### config.mk
export PLATFORM = sky130hd
export DESIGN_NAME = dds_sine_gen_flat
export DESIGN_NICKNAME = d
export VERILOG_FILES = /design/src/rtl/sine_pkg.sv /design/src/rtl/dds_sine_gen_if.sv /design/src/rtl/quarter_sine_rom.sv /design/src/rtl/dds_sine_gen.sv /design/src/flat_wrapper.sv
export SDC_FILE = /design/constraint.sdc
export NUM_CORES = 1
export LEC_CHECK = 0
export ABC_AREA = 1
export CORE_UTILIZATION = 60
export DETAILED_ROUTE_END_ITERATION = 12
export GPL_TIMING_DRIVEN = 0
export PLACE_DENSITY = 0.81
export SLEW_MARGIN = 20
export SYNTH_ARGS = -nofsm -noshare
export SYNTH_HDL_FRONTEND = slang
export SYNTH_HIERARCHICAL = 1
export SYNTH_SLANG_ARGS = --single-unit
### constraint.sdc
create_clock -name clk -period 14.8 [get_ports clk]
set_input_delay 2.96 -clock clk [delete_from_list [all_inputs] [get_ports clk]]
set_output_delay 2.96 -clock clk [all_outputs]
set_load 0.05 [all_outputs]
### src/rtl/sine_pkg.sv
// Shared widths, table builder and midscale constant for the DDS sine source.
// Imported by the quarter-wave ROM and the generator top level.
package sine_pkg;

    localparam int PHASE_W_D = 16;
    localparam int ADDR_W_D  = 6;
    localparam int DATA_W_D  = 12;
    localparam int AMP_W_D   = 8;

    localparam real PI = 3.14159265358979323846;

    // Half-step offset keeps mirrored quarters symmetric
    function automatic int quarter_sine(input int k, input int addr_w,
                                        input int data_w);
        real full;
        real ang;
        full = real'((1 << (data_w - 1)) - 1);
        ang  = PI * real'(2 * k + 1) / real'(1 << (addr_w + 2));
        return $rtoi(full * $sin(ang) + 0.5);
    endfunction

    function automatic int MIDSCALE(input int data_w);
        return 1 << (data_w - 1);
    endfunction

endpackage

### src/rtl/dds_sine_gen_if.sv
// Control inputs and sample outputs of the DDS sine generator.
// master drives the controls, slave is the generator.
interface dds_sine_gen_if #(
    parameter int PHASE_W = 16,
    parameter int DATA_W  = 12,
    parameter int AMP_W   = 8
);
    logic               en;
    logic               sync_clr;
    logic [PHASE_W-1:0] ftw;
    logic [PHASE_W-1:0] phase_off;
    logic [AMP_W-1:0]   amp;
    logic [DATA_W-1:0]  d_out;
    logic               d_valid;
    logic               wrap;

    modport master (
        output en, sync_clr, ftw, phase_off, amp,
        input  d_out, d_valid, wrap
    );

    modport slave (
        input  en, sync_clr, ftw, phase_off, amp,
        output d_out, d_valid, wrap
    );
endinterface

### src/rtl/quarter_sine_rom.sv
// Quarter-wave sine table, built at elaboration time.
// Registered read with enable, one cycle of latency.
module quarter_sine_rom
    import sine_pkg::*;
#(
    parameter int ADDR_W = ADDR_W_D,
    parameter int DATA_W = DATA_W_D
) (
    input  logic              clk,
    input  logic              rst_n,
    input  logic              rd_en,
    input  logic [ADDR_W-1:0] addr,
    output logic [DATA_W-2:0] q
);

    localparam int DEPTH = 1 << ADDR_W;

    logic [DATA_W-2:0] tbl [DEPTH];

    for (genvar g = 0; g < DEPTH; g++) begin : g_tbl
        localparam int V = quarter_sine(g, ADDR_W, DATA_W);
        assign tbl[g] = V[DATA_W-2:0];
    end

    always_ff @(posedge clk or negedge rst_n) begin
        if (!rst_n) begin
            q <= '0;
        end else if (rd_en) begin
            q <= tbl[addr];
        end
    end

endmodule

### src/rtl/dds_sine_gen.sv
// DDS sine source: phase accumulator, quarter-wave lookup, amplitude scaler.
// Three pipeline stages from sample strobe to offset-binary output.
module dds_sine_gen
    import sine_pkg::*;
#(
    parameter int PHASE_W = PHASE_W_D,
    parameter int ADDR_W  = ADDR_W_D,
    parameter int DATA_W  = DATA_W_D,
    parameter int AMP_W   = AMP_W_D
) (
    input logic           clk,
    input logic           rst_n,
    dds_sine_gen_if.slave bus
);

    localparam int PQ_W = ADDR_W + 2;
    localparam logic [DATA_W-1:0] MID = DATA_W'(MIDSCALE(DATA_W));

    logic [PHASE_W-1:0] acc;
    logic [PHASE_W-1:0] acc_next;
    logic [PHASE_W-1:0] p;
    logic               carry;
    logic [PQ_W-1:0]    ptop;

    logic               s1_vld;
    logic               s1_wrap;
    logic               s1_neg;
    logic               s1_mir;
    logic [ADDR_W-1:0]  s1_idx;
    logic [AMP_W-1:0]   s1_amp;

    logic               s2_vld;
    logic               s2_wrap;
    logic               s2_neg;
    logic [AMP_W-1:0]   s2_amp;
    logic [ADDR_W-1:0]  rom_addr;
    logic [DATA_W-2:0]  rom_q;

    logic signed [DATA_W-1:0]      mag;
    logic signed [DATA_W+AMP_W:0]  prod;
    logic signed [DATA_W-1:0]      scaled;

    logic [DATA_W-1:0]  d_out;
    logic               d_valid;
    logic               wrap;

    // A clear forces phase zero and suppresses the overflow flag
    always_comb begin
        {carry, acc_next} = {1'b0, acc} + {1'b0, bus.ftw};
        if (bus.sync_clr) begin
            acc_next = '0;
            carry    = 1'b0;
        end
        p = acc_next + bus.phase_off;
    end

    assign ptop = PQ_W'(p >> (PHASE_W - PQ_W));

    always_ff @(posedge clk or negedge rst_n) begin
        if (!rst_n) begin
            acc     <= '0;
            s1_vld  <= 1'b0;
            s1_wrap <= 1'b0;
            s1_neg  <= 1'b0;
            s1_mir  <= 1'b0;
            s1_idx  <= '0;
            s1_amp  <= '0;
        end else begin
            s1_vld <= bus.en;
            if (bus.en || bus.sync_clr) begin
                acc <= acc_next;
            end
            if (bus.en) begin
                {s1_neg, s1_mir, s1_idx} <= ptop;
                s1_amp  <= bus.amp;
                s1_wrap <= carry;
            end
        end
    end

    assign rom_addr = s1_mir ? ~s1_idx : s1_idx;

    quarter_sine_rom #(
        .ADDR_W (ADDR_W),
        .DATA_W (DATA_W)
    ) u_rom (
        .clk   (clk),
        .rst_n (rst_n),
        .rd_en (s1_vld),
        .addr  (rom_addr),
        .q     (rom_q)
    );

    always_ff @(posedge clk or negedge rst_n) begin
        if (!rst_n) begin
            s2_vld  <= 1'b0;
            s2_wrap <= 1'b0;
            s2_neg  <= 1'b0;
            s2_amp  <= '0;
        end else begin
            s2_vld <= s1_vld;
            if (s1_vld) begin
                s2_wrap <= s1_wrap;
                s2_neg  <= s1_neg;
                s2_amp  <= s1_amp;
            end
        end
    end

    // Arithmetic shift floors toward minus infinity
    always_comb begin
        mag    = s2_neg ? -$signed({1'b0, rom_q}) : $signed({1'b0, rom_q});
        prod   = mag * $signed({1'b0, s2_amp});
        scaled = DATA_W'(prod >>> AMP_W);
    end

    always_ff @(posedge clk or negedge rst_n) begin
        if (!rst_n) begin
            d_out   <= MID;
            d_valid <= 1'b0;
            wrap    <= 1'b0;
        end else begin
            d_valid <= s2_vld;
            wrap    <= s2_vld & s2_wrap;
            if (s2_vld) begin
                d_out <= MID + scaled;
            end
        end
    end

    assign bus.d_out   = d_out;
    assign bus.d_valid = d_valid;
    assign bus.wrap    = wrap;

endmodule

### src/flat_wrapper.sv
// flat-port wrapper written by rule: the top's interface ports become plain ports
module dds_sine_gen_flat import sine_pkg::*;
#(
    parameter int PHASE_W = PHASE_W_D,
    parameter int ADDR_W  = ADDR_W_D,
    parameter int DATA_W  = DATA_W_D,
    parameter int AMP_W   = AMP_W_D
)
  (clk, rst_n, bus_en, bus_sync_clr, bus_ftw, bus_phase_off, bus_amp, bus_d_out, bus_d_valid, bus_wrap);
  dds_sine_gen_if #(.PHASE_W(PHASE_W), .DATA_W(DATA_W), .AMP_W(AMP_W)) bus_i ();
  input logic clk;
  input logic rst_n;
  input wire logic [$bits(bus_i.en)-1:0] bus_en;
  input wire logic [$bits(bus_i.sync_clr)-1:0] bus_sync_clr;
  input wire logic [$bits(bus_i.ftw)-1:0] bus_ftw;
  input wire logic [$bits(bus_i.phase_off)-1:0] bus_phase_off;
  input wire logic [$bits(bus_i.amp)-1:0] bus_amp;
  output wire logic [$bits(bus_i.d_out)-1:0] bus_d_out;
  output wire logic [$bits(bus_i.d_valid)-1:0] bus_d_valid;
  output wire logic [$bits(bus_i.wrap)-1:0] bus_wrap;
  assign bus_i.en = bus_en;
  assign bus_i.sync_clr = bus_sync_clr;
  assign bus_i.ftw = bus_ftw;
  assign bus_i.phase_off = bus_phase_off;
  assign bus_i.amp = bus_amp;
  assign bus_d_out = bus_i.d_out;
  assign bus_d_valid = bus_i.d_valid;
  assign bus_wrap = bus_i.wrap;
  dds_sine_gen #(.PHASE_W(PHASE_W), .ADDR_W(ADDR_W), .DATA_W(DATA_W), .AMP_W(AMP_W)) u_core (.clk(clk), .rst_n(rst_n), .bus(bus_i));
endmodule
==> out/summary.txt <==
GP Congestion = 0.996
Final WS setup = 8880 ps
Setup violators final = 0
Cts bufs inserted = 9
Routed Antenna Nets = 0
IO Pins = 58
Critical path depth = 18
Overflow after GRT = 0
Mapped Avg Cell Area = 7.10 sq um
Commonest cells after routing, fill and taps aside = 371 x nand2_1, 199 x inv_1, 123 x nor2_1
Status = finished clean
Period utilisation layout = 40.0%
Max Fanout on Critical Path = 5
Detail Placement HPWL = 18200 um
N_diodes = 0
Max stage delay on crit path = 460 ps
Setup_tns = 0 ps
Worst Hold Slack = 457 ps
Postcts setup bufs = 0
Yosys reg bits = 70
Insertion delay to the later sink of the worst-skew pair = 340 ps
Hold path depth = 0
Vias in the first global route = 7764
Pin count of the biggest net entering global routing = 57
Vias per cell = 5.45
FP Rows = 44
Longest Clk Path Bufs = 2
Minimum clock period = 5920 ps
Initial Util = 61.5%
Initial antenna violation count = 0
Rel. slew slack = 50.3%
CP Class = in -> reg
CP max-delay cell = clkdlybuf4s50_1
First-pass GRT wire length = 36800 um
Clock Root Buffer = clkbuf_16
Post-synth ARST share = 100%
Post-synth top flop = dfrtp_1
Area Overhead vs Synth = 12.5%
# hold bufs at CTS = 0
Design area = 10100 sq um
CTS tree = yes
RSZ-0062 raised after global routing = no
Crit path capture type = flip-flop
Max Cap Viol = 0
Mapped cell area = 8940 sq um
Post-Syn Nets = 1457
Post-synth EDFFs = 0
DRC viols = 0
CTS resizes = 0
Min-Delay Path Class = reg -> reg
Share of cells above drive strength 1 = 6.60%
WL per Instance = 14.8 um
Final net count = 1525
I/O Buffers = 56
Post-synthesis instance total = 1260
Reg2Reg Depth = 29
Slew Viols, Final = 0
CP arrival = 6150 ps
Worst Tran Pin Value = 743 ps
Startpoint types = input port
DRT Pass-1 Iters = 7
Sink Count = 70
1st-iter DRT viols = 750
Die Height = 124 um
Register area share after synthesis = 19.6%
# H-tree levels = 3
Worst Path Buf+Inv = 1
Final wirelength = 22500 um
Post-synth cell types = 50
Max Clk Rate = 0.169 GHz
Post-DP Area = 9760 sq um
Critical path's top delay family = compound AO/OA/AOI/OAI gates
CP required = 15030 ps
Clk pin slew, worst setup/hold paths = 60 ps
Placement Setup Slack = 8630 ps
Core area = 14500 sq um
Crit-path cells = clkdlybuf4s50_1 > ha_1 > fa_1 > nand3_1 > nand2_2 > nand2_2 > a21oi_4 > o21ai_0 > a21oi_1 > ha_1 > a21oi_1 > o21a_1 > nand2_1 > nand3_1 > nand2_1 > or2_2 > nand3_1 > nand2_1
Setup Skew = 9.22 ps
Synth Warn # = 6
Reg area = 1750 sq um
Via count = 8272
Final Hold Viols = 0
Die width = 124 um
Gr usage total = 31.2%
Fillers = 1279
Multi-input logic area = 6190 sq um
Die Area = 15400 sq um
Commonest non-fill, non-tap cell in the layout = nand2_1
## area by class of cell
cell class	count	area share [%]
timing repair buffer	57	5.82
tap	184	2.29
sequential	70	17.4
clock buffer	13	2.59
inverter	210	7.86
clock inverter	3	0.423
multi-input combinational	950	61.5
buffer	30	2.10
## worst register-to-register path, delay by kind of cell (launching register included)
kind | cells | cell delay, ps
fa+ha+maj | 6 | 2510
xor+xnor | 1 | 290
compound gates | 1 | 240
flops | 1 | 380
buf+inv | 6 | 450
simple gates | 15 | 1620
## path summary, 6_finish.rpt
kind,start,endpoint,slack [ps]
worst max-delay path,bus_ftw[0],u_core/s1_idx[1],8880
worst min-delay path,u_core/s2_vld,u_core/bus.d_valid,460
worst max register to register,u_core/u_rom/q[0],u_core/bus.d_out[11],9240
worst min register to register,u_core/s2_vld,u_core/bus.d_valid,460
max in group asynchronous,rst_n,u_core/bus.d_out[11],11700
min in group asynchronous,rst_n,u_core/bus.d_out[2],2490
## state kept, by name, indices dropped and copies added, names as in the netlist, 6 cells and up
| signal | flops |
|---|---|
| u_core/acc | 16 |
| u_core/bus.d_out | 12 |
| u_core/u_rom/q | 11 |
| u_core/s1_amp | 8 |
| u_core/s2_amp | 8 |
| u_core/s1_idx | 6 |
## cell families (layout without fill, tap and decap cells)
kind of cell / count (synthesis) / after routing / synth area share, %
AO/OA/AOI/OAI: 139 / 139 / 8.93
XOR/XNOR: 20 / 20 / 2.13
flip-flops: 70 / 70 / 19.6
multiplexers: 1 / 1 / 0.126
adder cells (fa/ha/maj): 153 / 153 / 27.8
buffers and inverters: 240 / 313 / 11.2
AND/OR/NAND/NOR: 637 / 637 / 30.2
## layer usage
metal	wire [um]	vias up	share of wire, %	global-route usage [%]
li1	-	4061	-	-
met1	10100	3915	45	41.7
met2	10500	259	47	50.7
met3	1450	37	6.4	6.27
met4	487	0	2.2	10.1
met5	0	-	0	0
## Yosys cell counts (2+ instances only)
cell type / n / area share, %
nand4_1: 6 / 0.42
nor2_2: 3 / 0.21
o21ai_0: 41 / 2.3
o21bai_1: 3 / 0.25
a21oi_2: 2 / 0.20
a31oi_1: 5 / 0.35
inv_2: 9 / 0.38
nor4_1: 4 / 0.28
o21ai_2: 3 / 0.29
xnor2_1: 10 / 0.98
nor2_1: 123 / 5.2
buf_6: 7 / 0.88
o21ai_1: 9 / 0.50
a21oi_1: 57 / 3.2
nand2_4: 2 / 0.25
clkbuf_8: 2 / 0.31
or2_2: 4 / 0.28
or2_1: 5 / 0.35
ha_1: 77 / 11
nand4_2: 2 / 0.28
buf_4: 3 / 0.25
xor2_1: 8 / 0.78
xor2_2: 2 / 0.36
o211ai_1: 3 / 0.25
nand3b_1: 9 / 0.76
nor3_1: 8 / 0.45
a21o_1: 5 / 0.42
dfrtp_1: 69 / 19
inv_1: 199 / 8.4
clkbuf_1: 12 / 0.50
buf_2: 5 / 0.28
nand2_1: 371 / 16
a211oi_1: 2 / 0.17
nand3_1: 76 / 4.3
nand2_2: 15 / 1.0
nand3_2: 4 / 0.45
nor3_2: 3 / 0.34
fa_1: 76 / 17
o21a_1: 5 / 0.42
## through the flow
step	instances	util, %
6_report	1517	69.2
2_1_floorplan	1260	-
5_1_grt	1517	69.2
3_5_place_dp	1501	67.1
3_3_place_gp	1500	67.0
4_1_cts	1517	69.2
Power is not shown: default switching activity piles up to over one toggle a cycle in this logic, so the estimate is an artifact.
